==> config.mk <==
export PLATFORM = sky130hd
export DESIGN_NAME = lsu_bus_if
export DESIGN_NICKNAME = d
export VERILOG_FILES = /design/src/rtl/lsu_bus_pkg.sv /design/src/rtl/lsu_lane_align.sv /design/src/rtl/lsu_bus_if.sv
export SDC_FILE = /design/constraint.sdc
export NUM_CORES = 1
export LEC_CHECK = 0
export ABC_AREA = 1
export BUFFER_PORTS_ARGS = -buffer_cell sky130_fd_sc_hd__buf_4
export CORE_MARGIN = 2
export CORE_UTILIZATION = 40
export CTS_CLUSTER_SIZE = 10
export DETAILED_ROUTE_END_ITERATION = 10
export GPL_TIMING_DRIVEN = 0
export PLACE_DENSITY = 0.78
export SYNTH_ARGS = -nofsm -noshare
export SYNTH_HDL_FRONTEND = slang
export SYNTH_SLANG_ARGS = --single-unit
==> constraint.sdc <==
create_clock -name clk -period 1.9 [get_ports clk]
set_input_delay 0.095 -clock clk [delete_from_list [all_inputs] [get_ports clk]]
set_output_delay 0.095 -clock clk [all_outputs]
set_load 0.01 [all_outputs]
==> src/rtl/lsu_bus_pkg.sv <==
// lsu_bus_pkg: size encodings, FSM states and the alignment/legality check for the LSU bus interface
package lsu_bus_pkg;
  localparam logic [1:0] SZ_B = 2'b00;
  localparam logic [1:0] SZ_H = 2'b01;
  localparam logic [1:0] SZ_W = 2'b10;
  localparam logic [1:0] SZ_D = 2'b11;
  typedef enum logic [1:0] {IDLE, BUS, RESP} lsu_state_e;
  function automatic logic lsu_bad(input logic [1:0] size, input logic [2:0] a, input int dw);
    return (size == SZ_D && dw == 32) || (size == SZ_H && a[0]) ||
           (size == SZ_W && a[1:0] != 2'b00) || (size == SZ_D && a != 3'b000);
  endfunction
endpackage

==> src/rtl/lsu_lane_align.sv <==
// lsu_lane_align: places store data on byte lanes and extracts/extends load data from byte lanes
// Ports: i_st_off/i_st_size/i_wdata -> o_wdata (store lane placement);
//        i_ld_off/i_ld_size/i_unsigned/i_rdata -> o_rdata (load extraction + sign/zero extension)
module lsu_lane_align
  import lsu_bus_pkg::*;
#(
  parameter int DATA_W = 32,
  localparam int OFF_W = $clog2(DATA_W / 8)
) (
  input  logic [OFF_W-1:0]  i_st_off,
  input  logic [1:0]        i_st_size,
  input  logic [DATA_W-1:0] i_wdata,
  output logic [DATA_W-1:0] o_wdata,
  input  logic [OFF_W-1:0]  i_ld_off,
  input  logic [1:0]        i_ld_size,
  input  logic              i_unsigned,
  input  logic [DATA_W-1:0] i_rdata,
  output logic [DATA_W-1:0] o_rdata
);
  logic [DATA_W-1:0] w_st_mask, w_ld_mask, w_ld_sh;
  logic              w_sign;
  // shifting all-ones by >= DATA_W yields zero, so full-width sizes get an all-ones mask
  assign w_st_mask = ~({DATA_W{1'b1}} << (8 << i_st_size));
  assign w_ld_mask = ~({DATA_W{1'b1}} << (8 << i_ld_size));
  assign o_wdata   = (i_wdata & w_st_mask) << {i_st_off, 3'b000};
  assign w_ld_sh   = i_rdata >> {i_ld_off, 3'b000};
  assign w_sign    = i_ld_size == SZ_B ? w_ld_sh[7] :
                     i_ld_size == SZ_H ? w_ld_sh[15] :
                     i_ld_size == SZ_W ? w_ld_sh[31] : w_ld_sh[DATA_W-1];
  assign o_rdata   = (w_ld_sh & w_ld_mask) | ((w_sign && !i_unsigned) ? ~w_ld_mask : '0);
endmodule

==> src/rtl/lsu_bus_if.sv <==
// lsu_bus_if: core valid/ready load/store requests to a DAD/DDT/MREQ/ACKD_n memory bus with wait states
// Ports: core request (req_*), core response (resp_*), bus outputs DAD/MREQ/WRITE/SIZE/ddt_out/ddt_oe,
//        bus inputs ddt_in/ACKD_n; clk, async active-low rst_n.
// Optional LSU_TIMEOUT_EN: abort a bus access with resp_err after TIMEOUT_CYC cycles without acknowledge.
module lsu_bus_if
  import lsu_bus_pkg::*;
#(
  parameter int ADDR_W      = 32,
  parameter int DATA_W      = 32,
  parameter int TIMEOUT_CYC = 16
) (
  input  logic              clk,
  input  logic              rst_n,
  input  logic              req_valid,
  output logic              req_ready,
  input  logic              req_write,
  input  logic [1:0]        req_size,
  input  logic              req_unsigned,
  input  logic [ADDR_W-1:0] req_addr,
  input  logic [DATA_W-1:0] req_wdata,
  output logic              resp_valid,
  input  logic              resp_ready,
  output logic [DATA_W-1:0] resp_rdata,
  output logic              resp_err,
  output logic [ADDR_W-1:0] DAD,
  output logic              MREQ,
  output logic              WRITE,
  output logic [1:0]        SIZE,
  output logic [DATA_W-1:0] ddt_out,
  output logic              ddt_oe,
  input  logic [DATA_W-1:0] ddt_in,
  input  logic              ACKD_n
);
  localparam int OFF_W = $clog2(DATA_W / 8);
  lsu_state_e        r_state;
  logic              r_mreq, r_write, r_ddt_oe, r_unsigned, r_resp_valid, r_resp_err;
  logic [ADDR_W-1:0] r_dad;
  logic [1:0]        r_size;
  logic [DATA_W-1:0] r_ddt_out, r_resp_rdata, w_wdata_lane, w_rdata_ext;
`ifdef LSU_TIMEOUT_EN
  localparam int WT_W = $clog2(TIMEOUT_CYC + 1);
  logic [WT_W-1:0]   r_wait;
`else
  logic              w_unused_cfg;
  assign w_unused_cfg = TIMEOUT_CYC != 0;
`endif
  assign req_ready  = r_state == IDLE;
  assign resp_valid = r_resp_valid;
  assign resp_rdata = r_resp_rdata;
  assign resp_err   = r_resp_err;
  assign DAD        = r_dad;
  assign MREQ       = r_mreq;
  assign WRITE      = r_write;
  assign SIZE       = r_size;
  assign ddt_out    = r_ddt_out;
  assign ddt_oe     = r_ddt_oe;
  // store placement uses the incoming request; load extraction uses the held bus access
  lsu_lane_align #(.DATA_W(DATA_W)) u_align (
    .i_st_off  (req_addr[OFF_W-1:0]),
    .i_st_size (req_size),
    .i_wdata   (req_wdata),
    .o_wdata   (w_wdata_lane),
    .i_ld_off  (r_dad[OFF_W-1:0]),
    .i_ld_size (r_size),
    .i_unsigned(r_unsigned),
    .i_rdata   (ddt_in),
    .o_rdata   (w_rdata_ext)
  );
  always_ff @(posedge clk or negedge rst_n) begin
    if (!rst_n) begin
      r_state      <= IDLE;
      r_mreq       <= 1'b0;
      r_write      <= 1'b0;
      r_ddt_oe     <= 1'b0;
      r_unsigned   <= 1'b0;
      r_dad        <= '0;
      r_size       <= SZ_B;
      r_ddt_out    <= '0;
      r_resp_valid <= 1'b0;
      r_resp_err   <= 1'b0;
      r_resp_rdata <= '0;
`ifdef LSU_TIMEOUT_EN
      r_wait       <= '0;
`endif
    end else begin
      unique case (r_state)
        IDLE: if (req_valid) begin
          r_resp_err   <= 1'b0;
          r_resp_rdata <= '0;
          if (lsu_bad(req_size, req_addr[2:0], DATA_W)) begin
            r_state      <= RESP;
            r_resp_valid <= 1'b1;
            r_resp_err   <= 1'b1;
          end else begin
            r_state    <= BUS;
            r_mreq     <= 1'b1;
            r_write    <= req_write;
            r_ddt_oe   <= req_write;
            r_dad      <= req_addr;
            r_size     <= req_size;
            r_unsigned <= req_unsigned;
            r_ddt_out  <= req_write ? w_wdata_lane : '0;
`ifdef LSU_TIMEOUT_EN
            r_wait     <= '0;
`endif
          end
        end
        BUS: if (!ACKD_n) begin
          r_state      <= RESP;
          r_mreq       <= 1'b0;
          r_write      <= 1'b0;
          r_ddt_oe     <= 1'b0;
          r_resp_valid <= 1'b1;
          r_resp_rdata <= r_write ? '0 : w_rdata_ext;
        end
`ifdef LSU_TIMEOUT_EN
        else if (r_wait == WT_W'(TIMEOUT_CYC - 1)) begin
          r_state      <= RESP;
          r_mreq       <= 1'b0;
          r_write      <= 1'b0;
          r_ddt_oe     <= 1'b0;
          r_resp_valid <= 1'b1;
          r_resp_err   <= 1'b1;
        end else r_wait <= r_wait + 1'b1;
`endif
        RESP: if (resp_ready) begin
          r_state      <= IDLE;
          r_resp_valid <= 1'b0;
        end
        default: r_state <= IDLE;
      endcase
    end
  end
endmodule
# After elaboration in Yosys (flattened, before gate mapping)
# Index checks and enable logic that the tools add are counted.
# word_totals
in_bits	105
regBits	105
elab_cells	80
# classes
muxes	26
bitwise	7
eq_ne	11
n_reduce_logical	20
shift	6
# ops
operator	count
32-bit 2-to-1 mux	5
32-bit inverter	3
32-bit bitwise AND	2
32-bit one-hot mux with 2 select lines	1
32-bit by 32-bit left shift with 32-bit output, first input constant	2
4-bit by 2-bit left shift with 32-bit output, first input constant	2
32-bit OR	1
32-bit by 5-bit left shift with 32-bit output	1
32-bit by 5-bit >> shifter with 32-bit output	1
1-bit 2-to-1 mux	12
3-bit AND reduction	3
2-bit 2-to-1 mux	4
2-bit inequality test, second input constant	4
2-bit by 1-bit equality test with 1-bit output, second input constant	3
2-bit equality test, second input constant	3
2-bit one-hot mux with 3 select lines	1
3-bit nonzero test	2
5-bit AND reduction	1
1-bit logical AND	4
2-bit logical NOT	2
1-bit one-hot mux with 2 select lines	2
4-bit AND reduction	1
2-bit nonzero test	2
1-bit logical OR	3
other kinds (5)	5

# Depth between registers and ports, before layout
# Gate-level depths: netlist (run 1).
# logic_depth
ltp_word	9
ltp_mapped	11
mapped_depth_nobuf	9

# Cells and area by module
# From an unflattened synthesis (run 1), not the netlist that was laid out.
# hier_totals
cells_unflattened	757
hier_area_um2	5726.7
# by_module_without_submodules
module	area_each_um2	cells_per_inst	n_inst
lsu_bus_if	4404.2	467	1
lsu_lane_align	1322.5	290	1

# Least setup slack after synthesis (run 1)
# Ideal clock, no wire load.
# synth_timing
kind	reg2reg
start	register r_state[0]
end	register r_resp_rdata[21], in the netlist resp_rdata[21]
setup_ns	0.066
setup_slack_ns	0.461
required_ns	1.834
stages_incl_launch_ff	9
t_arrival_ns	1.374
path_cell_list	dfrtp_1 -> nor2_2 -> nand2_1 -> nand2_1 -> inv_2 -> nand2_1 -> clkbuf_1 -> nand2_1 -> nand2_1
# synth_via
elab_chain_len	3
elab_cells_between_ends	7
# synth_lines
item	line	source
start: declaration	lsu_bus_if.sv:35	lsu_state_e r_state;
start signal: assignment	lsu_bus_if.sv:71	r_state <= IDLE;
start signal: assignment	lsu_bus_if.sv:91	r_state <= RESP;
start signal: assignment	lsu_bus_if.sv:95	r_state <= BUS;
2-bit logical NOT *	n/a	
net req_ready	lsu_bus_if.sv:15	output logic req_ready,
2-bit inequality test (no source line) / 2-bit nonzero test (equally long branches)	n/a	
3-bit AND reduction (no source line)	n/a	
end signal: assignment	lsu_bus_if.sv:114	r_resp_rdata <= r_write ? '0 : w_rdata_ext;
end: declaration	lsu_bus_if.sv:39	logic [DATA_W-1:0] r_ddt_out, r_resp_rdata, w_wdata_lane, w_rdata_ext;
# Mark *: on every way through the listed nets, which the timed path passes. The rest lies on a longest branch.
# A chain may end at the register's enable or synchronous reset.

# Worst setup path in the final report (run 1)
# layout_timing
start	input port req_size[0]
end	register r_ddt_out[26], in the netlist ddt_out[26]
# layout_via
elab_chain_len	7
elab_cells_between_ends	17
# layout_lines
item	line	source
start: declaration	lsu_bus_if.sv:17	input logic [1:0] req_size,
branches (longest 7 deep; another with 4-bit by 2-bit left shift with 32-bit output)	n/a	
end signal: assignment	lsu_bus_if.sv:102	r_ddt_out <= req_write ? w_wdata_lane : '0;
end: declaration	lsu_bus_if.sv:39	
# Several ways; the timed one is not identified.

==> results.yml, run 1 <==
route:
  ant_nets: 0
  drtIter0Drc: 451
  drt-pass1-iter-count: 5
  wirelength_mm: 17.76
  drc_errors: 0
  wl_per_cell_um: 15.27
  via_per_inst: 4.948
  vias: 5754
final_layout:
  fin_cells: 1163
  design_area_um2: 7789
  nNetsFinal: 1087
  drive_gt1_frac: 0.2655
  diodes: 0
  multi_input_area_um2: 2312
  regArea_um2: 2628
  fill_cells: 1211
  syn_to_final_growth_pct: 46.30
  utilization: 0.5929
flow_run:
  max_cap_violations: 0
pwr:
  ir_drop_mv: 0.5707
  intPower_mw: 6.385
  power_frac_seq: 0.343
  swShare: 0.4059
  pwr_density_cell_nw_per_um2: 1380
  leakagePower_nw: 4.302
  combPwrFrac: 0.467
  power.share.clock: 0.190
  p_total_mw: 10.75
  p_switching_mw: 4.363
die:
  core_area_um2: 13140
  rows: 42
  die_w_um: 119.4
  fp.dieH_um: 119.4
  die-area_um2: 14250
  io_pins: 209
  initial_utilization: 0.4052
global_routing:
  grt_overflow: 0
  grt_usage: 0.2475
  grt_pass1_vias: 5531
  grt_max_degree: 106
  grt_pass1_wl_mm: 27.81
  antenna_found_initial: 0
worst_setup_path:
  r2r_slack_ps: 250
  crit_path_cell_trace: "dlygate4sd3_1, buf_4, inv_1, o21ai_1, nand2_2, nand4_2, clkbuf_1, o21ai_0"
  critPathMaxStageDelay_ps: 540
  cp-startpoint: "req_size[0]"
  path_buf_inv: 4
  critPathLaunchType: "input pin"
  slowest_stage: "dlygate4sd3_1"
  crit_family: "buffers and inverters"
  reg2reg_from: "r_state[0]"
  cp.arrival_ps: 1890
  path_max_fanout: 10
  critPathKind: "in -> reg"
  required_ps: 2110
  critPathCaptureType: "flop"
clocking:
  cts_max_level: 3
  clkTransAtPathRegs_ps: 80
  cts_buffer_depth: 2
  post_cts_buffers: 0
  numCtsBuffers: 9
  clock_sinks: 105
  root_buffer: "clkbuf_16"
  worstSkewPairLatency_ps: 360
  cts_tree: "built"
worst_hold_path:
  holdCritPathClass: "in -> reg"
  hold_start: "req_valid"
placed_design:
  io_buffers: 205
  dpl.hpwl_mm: 13.00
  place_congestion: 0.9306
  dpl_cell_area_um2: 7083
  dpl.cell_count: 1112
  dpl_worst_slack_ps: 201.2
synthesis:
  yosys.area.top_type: "dfrtp_1"
  yosysSeqAreaShare: 0.4935
  syn_area_um2: 5324
  netlist_instances: 731
  syn-num-nets: 836
  synth.avg_cell_area_um2: 7.283
  synth_cell_types: 22
  synth_top_area_frac: 0.4935
  yosys_register_bits: 105
  synthTopCellsByArea: "dfrtp_1 (49%), nand2_1 (23%), o21ai_0 (6.0%), nor2_1 (4.1%), a21oi_1 (3.9%)"
  synth_warnings: 0
sta:
  fin_crit_sh: 0.8798
  fin_setup_tns_ps: 0
  setup_violations: 0
  tightest_slew_ps: 542.1
  skew_ps: 12.03
  holdWs_ps: 63.58
  final_max_slew_viol_count: 0
  relSlewSlack: 0.6373
  fin_ws_ps: 228.4
  min_period_ps: 1672
  grt_setup_unrepaired: "no"
  clock.fmax_ghz: 0.5982
  hold_violations: 0
status:
  run_status: "finished clean"
[timing repair]
| item | 4_1_cts | 5_1_grt |
|---|---|---|
| resized for setup | 0 | 2 |
| endpoints found under the setup margin | 0 | 2 |
| endpoints found under the hold margin | 33 | 27 |
| hold buffers | 33 | 1 |
[kinds of logic (layout without fill, tap and decap cells)]
family,after synthesis,count (layout),synth area share
buffers and inverters,77,333,0.07215
and+or+nand+nor,428,428,0.3142
AOI/OAI and AO/OA,121,121,0.1201
DFF,105,105,0.4935
[power by group through the flow]
| stage | Sequential (mW) | Clock [mW] | Combinational [mW] |
|---|---|---|---|
| finish | 3.69 | 2.04 | 5.02 |
| global route | 3.79 | 2.15 | 5.53 |
| CTS | 3.68 | 2.06 | 5.00 |
| detailed placement | 3.70 | 0 | 4.94 |
| global placement | 3.68 | 0 | 4.85 |
| floorplan | 4.02 | 0 | 2.24 |
[placed cells by master, fill, tap and decap left out, drive strengths merged]
| cell | instances |
|---|---|
| a21oi | 42 |
| dlygate4sd3 | 34 |
| nand2 | 334 |
| inv | 33 |
| nand4 | 1 |
| buf | 233 |
| o22ai | 6 |
| clkbuf | 27 |
| nor2 | 61 |
| a22o | 7 |
| clkinv | 5 |
| dfrtp | 105 |
| nand3 | 31 |
| bufinv | 1 |
| o21ai | 66 |
| nor3 | 1 |
[synthesized netlist by cell type]
library cell	n
nand3_1	31
inv_1	25
nor3_1	1
o22ai_1	6
a21oi_1	42
nand2_1	332
clkbuf_1	18
buf_4	7
nand4_2	1
o21ai_1	2
a22o_1	7
buf_6	7
buf_2	12
nor2_4	1
nand2_2	2
clkinv_2	1
buf_1	1
nor2_2	2
dfrtp_1	105
o21ai_0	64
inv_2	6
nor2_1	58
[tightest hold or removal path: cells and delay by family]
family,cells,cell delay (ps)
AOI/OAI and AO/OA,1,60
buffers and inverters,1,110
and+or+nand+nor,1,110
[layer usage]
| layer | track usage | share of wire | vias to the layer above |
|---|---|---|---|
| li1 | - | - | 2821 |
| met1 | 0.3152 | 0.41 | 2618 |
| met2 | 0.4192 | 0.48 | 277 |
| met4 | 0.09191 | 0.025 | 0 |
| met3 | 0.04693 | 0.077 | 38 |
| met5 | 0 | 0 | - |
[registers in the layout, indices dropped and copies added (netlist names)]
register    flops
r_unsigned      1
MREQ            1
r_state         2
DAD            32
ddt_oe          1
resp_err        1
ddt_out        32
SIZE            2
resp_rdata     32
resp_valid      1
[final cells by class]
class                           instances  area share
Clock buffer                            9     0.02892
Tap cell                              176     0.02827
Clock inverter                          7     0.01382
Timing Repair Buffer                  240      0.2453
Sequential cell                       105      0.3373
Buffer                                 45     0.03390
Inverter                               32     0.01558
Multi-Input combinational cell        549      0.2969
[path summary, 6_finish.rpt]
kind,endpoint,depth (start not counted)
max in group asynchronous,DAD[1],3
worst min-delay path,resp_err,3
worst max-delay path,ddt_out[26],8
min in group asynchronous,resp_rdata[27],2
worst min register to register,DAD[23],2
worst max register to register,resp_rdata[27],9
No activity file was read; power rests on OpenSTA's default activity.
==> inputs of run 2 (changes only) <==
Settings changed: ABC_AREA 1 to not set, MAX_ROUTING_LAYER set to met4.
==> run 2 against run 1 <==
Compared with the run above: count of clock-buffer cells in the layout up 4; synthesized cell count down 25%; critical path depth down 2; clock power down 12%; sequential power up 3%; wire length up 0.14%; via count down 9.1%; global-route usage up 2.1 points; non-clock buffer count up 4; sequential share of layout area up 0.56 points; first-iteration DRC count down 6.4%; fmax down 9.5%; largest power group unchanged; highest routed layer unchanged.
==> results.yml, run 2 <==
status:
  run_status: "finished clean"
sta:
  fin_setup_tns_ps: 0
  fin_crit_sh: 0.9722
  min_period_ps: 1847
  tightest_slew_ps: 619.5
  final_max_slew_viol_count: 0
  fin_ws_ps: 52.85
  holdWs_ps: 11.74
  setup_violations: 0
  clock.fmax_ghz: 0.5414
  relSlewSlack: 0.5855
  skew_ps: 6.599
  grt_setup_unrepaired: "no"
  hold_violations: 0
global_routing:
  grt_pass1_vias: 5398
  top_usage_layer: "met2"
  grt_usage: 0.2688
  met3_usage: 0.05426
  use_met1: 0.3131
  grt_overflow: 0
  grt_pass1_wl_mm: 28.57
  grt_max_degree: 106
  grtUsageMet2: 0.4419
  antenna_found_initial: 0
worst_setup_path:
  crit_family: "compound AO/OA/AOI/OAI gates"
  slowest_stage: "dfrtp_2"
  critPathCaptureType: "flop"
  critPathKind: "reg -> reg"
  cp.arrival_ps: 2080
  required_ps: 2130
  critPathMaxStageDelay_ps: 460
  path_max_fanout: 10
  worst_r2r_endpoint: "resp_rdata[13]"
  critPathLaunchType: "flop"
  path_buf_inv: 2
  r2r_cells: 6
  crit_cells: 6
  reg2reg_from: "DAD[0]"
  crit_path_cell_trace: "buf_4, buf_6, and2b_1, nand2_1, o21ai_0, a221o_1"
  r2r_slack_ps: 50
final_layout:
  syn_to_final_growth_pct: 47.33
  fin_cells: 979
  design_area_um2: 7665
  utilization: 0.6049
  layout_commonest_cell: "buf_4"
  diodes: 0
  fill_cells: 1113
  drive_gt1_frac: 0.3569
  nNetsFinal: 907
  mostFrequentLayoutCells: "buf_4 (209), nand2_1 (173), dfrtp_1 (104)"
  multi_input_area_um2: 2300
  regArea_um2: 2629
clocking:
  cts_tree: "built"
  worstSkewPairLatency_ps: 350
  cts_max_level: 3
  root_buffer: "clkbuf_16"
  cts_buffer_depth: 2
  clkTransAtPathRegs_ps: 70
  numCtsBuffers: 9
  clock_sinks: 105
route:
  ant_nets: 0
  drtIter0Drc: 422
  wl_per_cell_um: 18.16
  via_per_inst: 5.340
  vias: 5228
  drc_errors: 0
  drt-pass1-iter-count: 4
  wirelength_mm: 17.78
placed_design:
  place_congestion: 0.9477
  dpl.cell_count: 924
  io_buffers: 206
  dpl.hpwl_mm: 13.08
  dpl_worst_slack_ps: -71.64
  dpl_cell_area_um2: 6964
synthesis:
  postSynth.asyncResetShare: 1.000
  synth_cell_types: 41
  netlist_instances: 546
  syn-num-nets: 651
  synth-edff-count: 0
  synth_top_cells_by_count: "nand2_1 (173), dfrtp_1 (105), o21ai_0 (69)"
  yosys_register_bits: 105
  synth_warnings: 0
  yosys.area.top_type: "dfrtp_1"
  syn_area_um2: 5202
  yosysMostFrequentCell: "nand2_1"
  synth.avg_cell_area_um2: 9.528
  synth-main-ff-cell: "dfrtp_1"
  synth_top_area_frac: 0.5051
  yosysSeqAreaShare: 0.5051
  synthTopCellsByArea: "dfrtp_1 (51%), nand2_1 (12%), o21ai_0 (6.6%), a221o_1 (6.0%), mux2_2 (5.6%)"
flow_run:
  max_cap_violations: 0
die:
  core_area_um2: 12670
  die_w_um: 118.0
  fp.dieH_um: 118.0
  rows: 41
  initial_utilization: 0.4106
  io_pins: 209
  die-area_um2: 13930
worst_hold_path:
  holdCritPathClass: "in -> reg"
  min_path_cells: 3
  min_delay_worst_endpoint: "r_state[0]"
  hold_start: "ACKD_n"
pwr:
  swShare: 0.3767
  p_total_mw: 10.22
  leakagePower_nw: 3.861
  p_switching_mw: 3.850
  intPower_mw: 6.371
  ir_drop_mv: 0.5367
  power.share.clock: 0.176
  combPwrFrac: 0.453
  pwr_density_cell_nw_per_um2: 1333
  power_frac_seq: 0.371
[run 2: worst min-delay path: cells and delay by family]
family | cells | cell delay [ps]
simple gates | 2 | 130
buf+inv | 1 | 100
[run 2: worst max path at each step]
stage | from | to | slack, ps
3_3_place_gp | DAD[1] | resp_rdata[13] | -30
6_report | DAD[0] | resp_rdata[13] | 50
2_1_floorplan | DAD[0] | resp_rdata[6] | 240
3_5_place_dp | DAD[1] | resp_rdata[13] | -70
4_1_cts | DAD[0] | resp_rdata[13] | 40
5_1_grt | DAD[0] | resp_rdata[13] | 10
[run 2: repair_timing]
action,4_1_cts,5_1_grt
endpoints found under the hold margin,37,105
setup buffers,0,0
hold buffers,37,1
setup endpoints to repair,4,3
resized for setup,2,2
[run 2: routing by layer]
| metal | up-vias | wire length (um) |
|---|---|---|
| met4 | 0 | 748 |
| met5 | - | 0 |
| met3 | 51 | 1252 |
| li1 | 2401 | - |
| met1 | 2542 | 7059 |
| met2 | 234 | 8722 |
[run 2: cell type report]
class	instances	area share
sequential	105	0.3430
clock inverter	3	0.003102
inverter	10	0.004897
tap	172	0.02808
clock buffer	13	0.03395
buffer	44	0.03151
multi-input combinational	387	0.3000
timing repair buffer	245	0.2555
[run 2: cells by family after synthesis]
kind of cell,Yosys count,synth area share
simple gates,216,0.1787
mux,41,0.08754
flops,105,0.5051
buf+inv,54,0.05315
xor+xnor,1,0.001684
compound gates,129,0.1739
[run 2: power groups by stage]
stage	logic, mW	registers [mW]	clock network (mW)
floorplan	1.88	4.09	0
global placement	4.43	3.76	0
detailed placement	4.52	3.81	0
CTS	4.61	3.78	1.84
global route	5.02	3.90	1.90
finish	4.63	3.79	1.80
